## config.mk

```make
export PLATFORM = sky130hd
export DESIGN_NAME = uart_tx_fifo
export DESIGN_NICKNAME = d
export VERILOG_FILES = /design/src/rtl/uart_tx_fifo.sv
export SDC_FILE = /design/constraint.sdc
export NUM_CORES = 1
export LEC_CHECK = 0
export CELL_PAD_IN_SITES_DETAIL_PLACEMENT = 2
export CELL_PAD_IN_SITES_GLOBAL_PLACEMENT = 2
export CORE_ASPECT_RATIO = 0.75
export CORE_UTILIZATION = 42
export DETAILED_ROUTE_END_ITERATION = 10
export HOLD_SLACK_MARGIN = 0.05
export PLACE_DENSITY = 0.78
export SETUP_SLACK_MARGIN = 0.5
export SLEW_MARGIN = 20
export SYNTH_ARGS = -nofsm -noshare
export SYNTH_HDL_FRONTEND = slang
export SYNTH_SLANG_ARGS = --single-unit
```

## constraint.sdc

```tcl
create_clock -name clk -period 3.7 [get_ports clk]
set_input_delay 0.555 -clock clk [delete_from_list [all_inputs] [get_ports clk]]
set_output_delay 0.555 -clock clk [all_outputs]
set_load 0.02 [all_outputs]
```

## src/rtl/uart_tx_fifo.sv

```systemverilog
// Buffered UART transmitter: TX FIFO feeding a runtime-configurable start/data/parity/stop serialiser.
// Bit timing comes from an external baud_en tick; wr_ready drops only while the FIFO is full.
module uart_tx_fifo #(
    parameter int DATA_WIDTH = 9,
    parameter int FIFO_DEPTH = 8,
    localparam int LVL_W = $clog2(FIFO_DEPTH + 1)
) (
    input  logic                  clk,
    input  logic                  rst,
    input  logic                  baud_en,
    input  logic [DATA_WIDTH-1:0] wr_data,
    input  logic                  wr_valid,
    output logic                  wr_ready,
    input  logic                  flush,
    input  logic [3:0]            cfg_data_bits,
    input  logic                  cfg_parity_en,
    input  logic [1:0]            cfg_parity_mode,
    input  logic                  cfg_stop2,
    input  logic                  brk_req,
    output logic                  tx,
    output logic                  tx_busy,
    output logic                  frame_done,
    output logic [LVL_W-1:0]      fifo_level,
    output logic                  fifo_empty,
    output logic                  fifo_full
);
    localparam int PTR_W = $clog2(FIFO_DEPTH);
    localparam logic [3:0] DW4 = 4'(DATA_WIDTH);

    localparam logic [2:0] IDLE   = 3'd0;
    localparam logic [2:0] START  = 3'd1;
    localparam logic [2:0] DATA   = 3'd2;
    localparam logic [2:0] PARITY = 3'd3;
    localparam logic [2:0] STOP   = 3'd4;
    localparam logic [2:0] BREAK  = 3'd5;

    logic [DATA_WIDTH-1:0] mem_q [FIFO_DEPTH];
    logic [PTR_W-1:0]      wr_ptr_q, wr_ptr_d, rd_ptr_q, rd_ptr_d;
    logic [LVL_W-1:0]      level_q, level_d;
    logic                  push, pop;

    logic [2:0]            state_q, state_d;
    logic                  tx_q, tx_d;
    logic                  frame_done_q, frame_done_d;
    logic [DATA_WIDTH-1:0] data_q, data_d;
    logic [3:0]            n_q, n_d;
    logic [3:0]            bit_cnt_q, bit_cnt_d;
    logic                  par_en_q, par_en_d;
    logic                  par_q, par_d;
    logic                  stop2_q, stop2_d;
    logic                  stop_cnt_q, stop_cnt_d;

    logic [DATA_WIDTH-1:0] head;
    logic [3:0]            n_clamp;
    logic                  head_xor;
    logic                  par_bit;

    assign fifo_full  = (level_q == LVL_W'(FIFO_DEPTH));
    assign fifo_empty = (level_q == '0);
    assign fifo_level = level_q;
    assign wr_ready   = !fifo_full;
    assign push       = wr_valid && wr_ready && !flush;
    assign head       = mem_q[rd_ptr_q];

    assign tx         = tx_q;
    assign tx_busy    = (state_q != IDLE);
    assign frame_done = frame_done_q;

    always_comb begin
        wr_ptr_d = wr_ptr_q;
        rd_ptr_d = rd_ptr_q;
        level_d  = level_q;
        if (flush) begin
            wr_ptr_d = '0;
            rd_ptr_d = '0;
            level_d  = '0;
        end else begin
            if (push) wr_ptr_d = wr_ptr_q + PTR_W'(1);
            if (pop)  rd_ptr_d = rd_ptr_q + PTR_W'(1);
            case ({push, pop})
                2'b10:   level_d = level_q + LVL_W'(1);
                2'b01:   level_d = level_q - LVL_W'(1);
                default: level_d = level_q;
            endcase
        end
    end

    // Length is clamped and parity precomputed at pop, so the frame is immune to later cfg changes.
    always_comb begin
        if (cfg_data_bits < 4'd5)      n_clamp = 4'd5;
        else if (cfg_data_bits > DW4)  n_clamp = DW4;
        else                           n_clamp = cfg_data_bits;
        head_xor = 1'b0;
        for (int i = 0; i < DATA_WIDTH; i++) begin
            if (i < int'(n_clamp)) head_xor = head_xor ^ head[i];
        end
        case (cfg_parity_mode)
            2'b00:   par_bit = head_xor;
            2'b01:   par_bit = ~head_xor;
            2'b10:   par_bit = 1'b1;
            default: par_bit = 1'b0;
        endcase
    end

    always_comb begin
        state_d      = state_q;
        tx_d         = tx_q;
        frame_done_d = 1'b0;
        data_d       = data_q;
        n_d          = n_q;
        bit_cnt_d    = bit_cnt_q;
        par_en_d     = par_en_q;
        par_d        = par_q;
        stop2_d      = stop2_q;
        stop_cnt_d   = stop_cnt_q;
        pop          = 1'b0;
        case (state_q)
            IDLE: begin
                if (brk_req) begin
                    state_d = BREAK;
                end else if (!fifo_empty && !flush) begin
                    pop      = 1'b1;
                    data_d   = head;
                    n_d      = n_clamp;
                    par_en_d = cfg_parity_en;
                    par_d    = par_bit;
                    stop2_d  = cfg_stop2;
                    state_d  = START;
                end
            end
            START: if (baud_en) begin
                tx_d      = 1'b0;
                bit_cnt_d = 4'd0;
                state_d   = DATA;
            end
            DATA: if (baud_en) begin
                tx_d      = data_q[0];
                data_d    = data_q >> 1;
                bit_cnt_d = bit_cnt_q + 4'd1;
                if (bit_cnt_q == n_q - 4'd1) begin
                    stop_cnt_d = 1'b0;
                    state_d    = par_en_q ? PARITY : STOP;
                end
            end
            PARITY: if (baud_en) begin
                tx_d    = par_q;
                state_d = STOP;
            end
            STOP: if (baud_en) begin
                tx_d = 1'b1;
                if (stop2_q && !stop_cnt_q) begin
                    stop_cnt_d = 1'b1;
                end else begin
                    frame_done_d = 1'b1;
                    state_d      = IDLE;
                end
            end
            BREAK: if (baud_en) begin
                if (brk_req) begin
                    tx_d = 1'b0;
                end else begin
                    tx_d    = 1'b1;
                    state_d = IDLE;
                end
            end
            default: state_d = IDLE;
        endcase
    end

    always_ff @(posedge clk) begin
        if (push) mem_q[wr_ptr_q] <= wr_data;
    end

    always_ff @(posedge clk or posedge rst) begin
        if (rst) begin
            wr_ptr_q     <= '0;
            rd_ptr_q     <= '0;
            level_q      <= '0;
            state_q      <= IDLE;
            tx_q         <= 1'b1;
            frame_done_q <= 1'b0;
            data_q       <= '0;
            n_q          <= 4'd8;
            bit_cnt_q    <= 4'd0;
            par_en_q     <= 1'b0;
            par_q        <= 1'b0;
            stop2_q      <= 1'b0;
            stop_cnt_q   <= 1'b0;
        end else begin
            wr_ptr_q     <= wr_ptr_d;
            rd_ptr_q     <= rd_ptr_d;
            level_q      <= level_d;
            state_q      <= state_d;
            tx_q         <= tx_d;
            frame_done_q <= frame_done_d;
            data_q       <= data_d;
            n_q          <= n_d;
            bit_cnt_q    <= bit_cnt_d;
            par_en_q     <= par_en_d;
            par_q        <= par_d;
            stop2_q      <= stop2_d;
            stop_cnt_q   <= stop_cnt_d;
        end
    end
endmodule

```

# Word-level counts from Yosys, hierarchy flattened
# Memory sizes are Yosys's and may differ from the RTL's.
# Cells that the tools add are included.
# totals
regBits,36
ramBits,72
out_inout_bits,10
wordCells,146
mem_count,1
# memory_table
name,depth,width,read_ports,rd_clocked_by_memory_dff,wr,line_no,text
mem_q,8,9,1,0,1,37,logic [DATA_WIDTH-1:0] mem_q [FIFO_DEPTH];
# classes
add_sub_neg,6
n_lt_le_gt_ge,11
eq_ne,23
n_mux,57
n_bitwise,10
reduce_logical,25
# op_table
op,count
$mux W3,15
$mux W1,27
$mux W9,3
$ne A2 B2 Y1 const B,11
$mux W4,5
$pmux W3 S6,1
$pmux W9 S2,1
$lt A3 B4 Y1 const A,4
$pmux W4 S2,2
$reduce_bool A2 Y1,5
$reduce_and A9 Y1,1
$add A4 B1 Y4 const B,2
$lt A1 B4 Y1 const A,2
$lt A2 B4 Y1 const A,2
$sub A4 B1 Y4 const B,2
$xor A1 B1 Y1,8
$add A3 B1 Y3 const B,2
$eq A3 B2 Y1 const B,2
$eq A3 B3 Y1 const B,2
$reduce_and A3 Y1,2
$reduce_and A6 Y1,1
$reduce_bool A3 Y1,2
$pmux W1 S5,1
$reduce_and A5 Y1,1
other kinds (19),28

# Longest topological paths before layout
# logic_depth
ltp_word,23
depth_mapped,14
ltp_nobuf,12

# Least setup slack after synthesis
# No wires, ideal clock.
# synth_path
path_type,flip-flop to flip-flop
from,register level_q[1] (netlist: fifo_level[1])
to,register level_q[3] (netlist: fifo_level[3])
arrival_ns,3.048
required_ns,3.569
path_slack_ns,0.521
path_stages_with_launch,13
period_less_slack_ns,3.179
path_cell_list,dfrtp_1 > nor4_1 > nor4_2 > clkbuf_1 > nand2_1 > inv_1 > ha_1 > a21o_1 > a21oi_1 > or3_1 > nand2_1 > xnor2_1 > nor2_1
# synth_between
elab_chain_cells,9
elab_cells_between_ends,17
# synth_rtl
element,line_no,text
"start, declared",39,"logic [LVL_W-1:0] level_q, level_d;"
"start signal, assigned",192,level_q <= level_d;
$logic_not A4 Y1 (*),59,assign fifo_empty = (level_q == '0);
via fifo_empty,24,"output logic fifo_empty,"
$logic_not A1 Y1 (*),121,end else if (!fifo_empty && !flush) begin
$logic_and A1 B1 Y1 (*),121,
$mux W1 (*),121,
$mux W1 (*),119,if (brk_req) begin
$mux W1 (*),117,case (state_q)
$eq A2 B1 Y1 / $eq A2 B2 Y1 (equally long branches),80,"case ({push, pop})"
$pmux W4 S2,80,
$mux W4,73,if (flush) begin
# The timed path passes the listed nets; every way through them passes the cells marked *.
# A chain may end at the register's enable or synchronous reset.

# Worst setup path after layout
# layout_path
from,register state_q[2]
to,register level_q[3] (netlist: fifo_level[3])
# layout_between
elab_chain_cells,5
elab_cells_between_ends,7
# layout_rtl
element,line_no,text
"start, declared",42,"logic [2:0] state_q, state_d;"
"start signal, assigned",193,state_q <= state_d;
$logic_not A3 Y1 (*),117,
$mux W1 (*),117,
$eq A2 B1 Y1 / $eq A2 B2 Y1 (equally long branches),80,
$pmux W4 S2,80,
$mux W4,73,
# Every way passes the cells marked *; elsewhere a longest branch is shown, timed or not.

==> run metrics <==
setup TNS=0 ps; 1st-iter DRT viols=181; GR Util met1=0.3228; status=finished, final reports clean; FFs w/ async S/R, synth=0.3333; total gr overflow=0; Tot GR Track Use=0.2459; vias in the first global route=3652; clock skew=15.02 ps; WS Path Type=register to register; CTS tree=built; PD cells=611.4 mW/mm²; CTS HTree Levels=3; global-route wire length before repair=21980 µm; Syn Inst Count=370; Filler cells=1105; Clk pwr share=0.271; fin crit share=0.8020; Die Wd=129.1 µm; NumNets Final=444; drt first pass iters=4; Logic pwr share=0.285; RePlAce Congestion=0.7614; post-synth top area share=0.4252; routed len/inst=23.95 µm; count of final setup violators=0; met3 usage=0.04846; Post-DP HPWL=9834 µm; FF+latch count, synth=108; via count=3256; Net Count, Synth=400; CP Max Fanout=13; Placed Area=0.005665 mm²; Internal=0.002410 W; ys flop type=edfxtp_1; grt peak-use layer=met2; Peak VDD IR=0.0003014 V; initial core utilization=0.4347; part of the power in registers=0.444; die area=0.01256 mm²; post-route ant nets=0; largest net degree at the start of global routing=37; row count=34; Clk Latency, worst-skew pair=360 ps; startpoint type of the worst setup path=register; NetSw=0.001251 W; fraction of final layout cells sized beyond drive strength 1=0.1671; Hold Path Class=register to register; drt total wl=13920 µm; Post-CTS Hold Buffers=0; top-count cell post-synth=edfxtp_1; clock root cell=clkbuf_16; post-CTS setup buffers=0; Final Hold Vio Count=0; Vert. Die Dim=97.29 µm; main area contributors after synthesis=edfxtp_1, dfrtp_1, mux4_2, xor2_1, nand2_1; Area growth syn-to-layout=17.74%; CTS clk-pin slew, worst paths=80 ps; Tmin final=2967 ps; Largest stage delay, worst path=580 ps; sw frac=0.3417; Max clock buf depth=2; M2 GR Usage=0.4150; CTS buffer count=9; Residual DRC=0; I/O Pins=33; post-route design area=0.005987 mm²; Netlist cell types=49; Core Footprint=0.01170 mm²; Max Cap Viol=0; # diodes=0; Post-synth EDFFs=72; Data required, critical path=3950 ps; Worst Setup End Kind=register; Worst-Margin Slew=844.9 ps; crit-path leading delay family=simple AND/OR/NAND/NOR gates; Cell Area, Synth=0.005085 mm²; RSZ-0062 raised after global routing=no; Leakage=2.180 nW; Avg Vias per Cell=5.604; fin. max-slew vios=0; Slew HR=0.4367; syn avg cell area=13.74 µm²; WP buf/inv=1; fmax=0.3370 GHz; port bufs=32; worst-path cell chain=or3_1, nor4_2, nand2_1, inv_1, ha_1, a21o_1, a21oi_1, or3_1, nand2_1, xnor2_1, nor2_1; initial antenna violation count=0; CTS Sinks=108; CP max-delay cell=or3_1; Synth area leader=edfxtp_1; CP arrival=3210 ps; Seq/Total Area, Yosys=0.6029; Synth top cells by count=edfxtp_1, nand2_1, dfrtp_1; yosys warns=0
## metal layers
layer  vias up  routed length, µm
li1       1457                  -
met1      1726               6053
met2        57               7152
met3        16                485
met4         0                225
met5         -                  0
## power groups by stage
| stage | logic (W) | registers (W) | clock network, W |
|---|---|---|---|
| finish | 0.00104 | 0.00162 | 0.000992 |
| CTS | 0.00105 | 0.00163 | 0.00101 |
| detailed placement | 0.00103 | 0.00165 | 0 |
| floorplan | 0.000739 | 0.00158 | 0 |
| global route | 0.00115 | 0.00165 | 0.00105 |
| global placement | 0.000956 | 0.00163 | 0 |
## registers in the layout, indices dropped and copies added (netlist names)
register,cells
bit_cnt_q,4
data_q,9
fifo_level,4
frame_done,1
mem_q,72
n_q,4
par_en_q,1
par_q,1
rd_ptr_q,3
state_q,3
stop2_q,1
stop_cnt_q,1
tx,1
wr_ptr_q,3
## final timing paths
kind	start	endpoint	slack [ps]	cells after the start
worst max-delay path	state_q[2]	fifo_level[3]	730	11
worst min-delay path	n_q[3]	n_q[3]	480	2
worst max register to register	state_q[2]	fifo_level[3]	730	11
worst min register to register	n_q[3]	n_q[3]	480	2
max in group asynchronous	rst	rd_ptr_q[1]	2710	3
min in group asynchronous	rst	bit_cnt_q[1]	610	3
## stage by stage
| step | total power (W) | hold slack, ps | utilization | setup WS (ps) | instances |
|---|---|---|---|---|---|
| after floorplan | 0.002318 | 440.3 | - | 520.9 | 370 |
| after global placement | 0.002586 | 459.3 | 0.4843 | 849.2 | 565 |
| after detailed placement | 0.002675 | 474.0 | 0.4843 | 624.5 | 565 |
| after CTS | 0.003690 | 486.2 | 0.5113 | 602.7 | 581 |
| after global routing | 0.003846 | 520.7 | 0.5118 | 509.2 | 581 |
| final | 0.003660 | 479.1 | 0.5118 | 732.5 | 581 |
## cells by family (layout without fill, tap and decap cells)
kind of cell,count (synthesis),after routing,share of synthesized area
buffers and inverters,29,78,0.02510
muxes,40,40,0.1373
DFF,108,108,0.6029
and+or+nand+nor,94,94,0.08120
adders and majority gates,7,7,0.01870
AOI/OAI and AO/OA,59,59,0.07260
xor gates and xnor gates,33,33,0.06225
## area by class of cell
cell class	count	area (µm²)	area share
multi-input cells	233	1901	0.3175
clock buffers	9	225.2	0.03762
well taps	162	202.7	0.03386
inverters	12	45.04	0.007524
clock inverters	7	90.09	0.01505
flip-flops and latches	108	3068	0.5124
repair buffers	50	455.4	0.07607
## cells in the final DEF, fill, tap and decap left out, types with 6 or more instances in the layout
cell and instances:
a21oi_1 18, buf_4 18, clkbuf_16 9, clkdlybuf4s50_1 32, dfrtp_1 32, edfxtp_1 72
ha_1 6, inv_1 11, mux2i_1 12, mux4_2 21, nand2_1 37, nand3_1 7
nor2_1 30, nor3_1 7, o21ai_1 19, xnor2_1 12, xor2_1 19
## worst reg2reg max path: cells and delay by family (launching register included)
family,cells,cell delay [ps]
simple gates,6,1390
flops,1,540
compound gates,2,380
fa+ha+maj,1,230
xor+xnor,1,200
buf+inv,1,110
## repair_timing
item / 4_1_cts / 5_1_grt
endpoints found under the setup margin: 1 / 1
pin swaps: 0 / 0
resized for setup: 1 / 1
cloned: 0 / 0
Power figures use the tool's default switching activity.
==> edit, RTL diff (config.mk and constraints unchanged) <==
`FIFO_DEPTH`: 8 -> 16.
--- a/src/rtl/uart_tx_fifo.sv
+++ b/src/rtl/uart_tx_fifo.sv
@@ -3,5 +3,5 @@
 module uart_tx_fifo #(
     parameter int DATA_WIDTH = 9,
-    parameter int FIFO_DEPTH = 8,
+    parameter int FIFO_DEPTH = 16,
     localparam int LVL_W = $clog2(FIFO_DEPTH + 1)
 ) (
Interface: changed (resized fifo_level); port bits go from 33 to 34. The function was not compared with the original's and may differ.
==> edit against the unedited design <==
Wire length rose by 62%; sequential cell count rose by 75; cell area rose by 56%; via count rose by 46%; final cell count rose by 41%; combinational power rose by 6%; total power rose by 51%; area after synthesis rose by 54%; sequential power rose by 56%; clock skew fell by 0.0043 ns; setup slack got worse by 0.18 ns; non-clock buffer count rose by 18; critical path type unchanged; critical endpoint is now par_q; largest cell class unchanged.
==> edit: results (changes against the unedited design) <==
[critical_path]
timing.rr.start=rd_ptr_q[0]  ; was state_q[2]
critPathTopFamily=multiplexers  ; was simple AND/OR/NAND/NOR gates
ff2ff_path_depth=8  ; was 11
cp_slowest_stage_delay_ns=0.55  ; was 0.58 ns
worst_ep_arrival_time_ns=3.49  ; was 3.21 ns
rr_endpoint=par_q  ; was fifo_level[3]

[synth]
yosysSeqAreaShare_pct=67.6  ; was 60.3%
synth-xor-area-share_pct=2.41  ; was 6.23%
async_reset_ff_share_pct=21.3  ; was 33.3%
synth_common_cells=144 x edfxtp_1, 44 x nand2_1, 37 x dfrtp_1, 37 x nor2_1, 34 x mux4_2  ; was 72 x edfxtp_1, 37 x nand2_1, 34 x dfrtp_1, 30 x nor2_1, 21 x mux4_2
syn_inst=498  ; was 370

[outcome]
status=completed  ; unchanged

[worst_hold_path]
hold_path_end=tx  ; was n_q[3]

[clocking]
cts.htree.levels=4  ; was 3
numCtsBuffers=17  ; was 9
clkLatencyLatePin_ns=0.44  ; was 0.36 ns

[placement]
portBuffers=33  ; was 32
post-dp-hpwl_um=15100  ; was 9830 µm
place.gp.congestion=0.785  ; was 0.761
place_ws_ns=0.192  ; was 0.624 ns

[final_layout]
multi_input_area_um2=2440  ; was 1900 µm²
nNetsFinal=599  ; was 444
drive_gt1_share_pct=20.1  ; was 16.7%
largest_reg_flops=144  ; was 72
n_fill_cell=1678  ; was 1105

[grt]
grt_pass1_wl_um=34200  ; was 22000 µm
track_usage_pct=25.3  ; was 24.6%
grt_pass1_vias=5289  ; was 3652

[route]
dr.pass1.iters=5  ; was 4
routed_wl_um=22600  ; was 13900 µm
drtIter0Drc=268  ; was 181

[power]
peakVddDrop_mv=0.289  ; was 0.301 mV
p_sw_share_pct=29.6  ; was 34.2%

[sta]
fin_worst_skew_ns=0.0107  ; was 0.0150 ns
max_slew.worst_pin.slew_ns=0.804  ; was 0.845 ns

[edit: changes by cell type in the layout (fill, tap and decap cells not counted), moves of 10 or more]
cell,unedited run,this run
o21ai_1,19,0
edfxtp_1,72,144
a21oi_1,18,29
mux4_2,21,34
o21ai_0,2,24
xor2_1,19,9
buf_4,18,33
[edit: layout make-up]
cell class                      count  area share [%]
Clock buffer                       17            4.56
Clock inverter                     15            1.95
Inverter                           12           0.524
Multi-Input combinational cell    281            26.1
Sequential cell                   183            56.9
Tap cell                          242            3.25
Timing Repair Buffer               68            6.63
[edit: power by group through the flow]
| stage | clock, mW | sequential, mW | combinational (mW) |
|---|---|---|---|
| after floorplan | 0 | 2.51 | 0.690 |
| after global placement | 0 | 2.54 | 0.944 |
| after detailed placement | 0 | 2.56 | 1.04 |
| after CTS | 1.93 | 2.52 | 1.06 |
| after global routing | 2.01 | 2.54 | 1.20 |
| final | 1.90 | 2.52 | 1.10 |
[edit: worst max path at each step]
stage | endpoint | slack, ns | from | depth (start not counted)
floorplan | fifo_level[4] | 0.76 | fifo_level[0] | 13
global placement | par_q | 0.45 | rd_ptr_q[0] | 9
detailed placement | par_q | 0.19 | rd_ptr_q[0] | 9
CTS | par_q | 0.45 | rd_ptr_q[0] | 8
global route | par_q | 0.46 | rd_ptr_q[0] | 9
finish | par_q | 0.55 | rd_ptr_q[0] | 8
[edit: tightest hold or removal path, cell delays in order (launching register included)]
cell	delay (ns)
dfstp_2	0.37
nand2_1	0.04
o21ai_0	0.07
[edit: per-layer routing]
layer / global-route usage, % / share of wire, % / vias up
met1: 33.5 / 44 / 2530
li1: - / - / 2060
met3: 6.17 / 4.9 / 32
met5: 0 / 0 / -
met2: 41.6 / 49 / 126
met4: 7.74 / 1.8 / 0
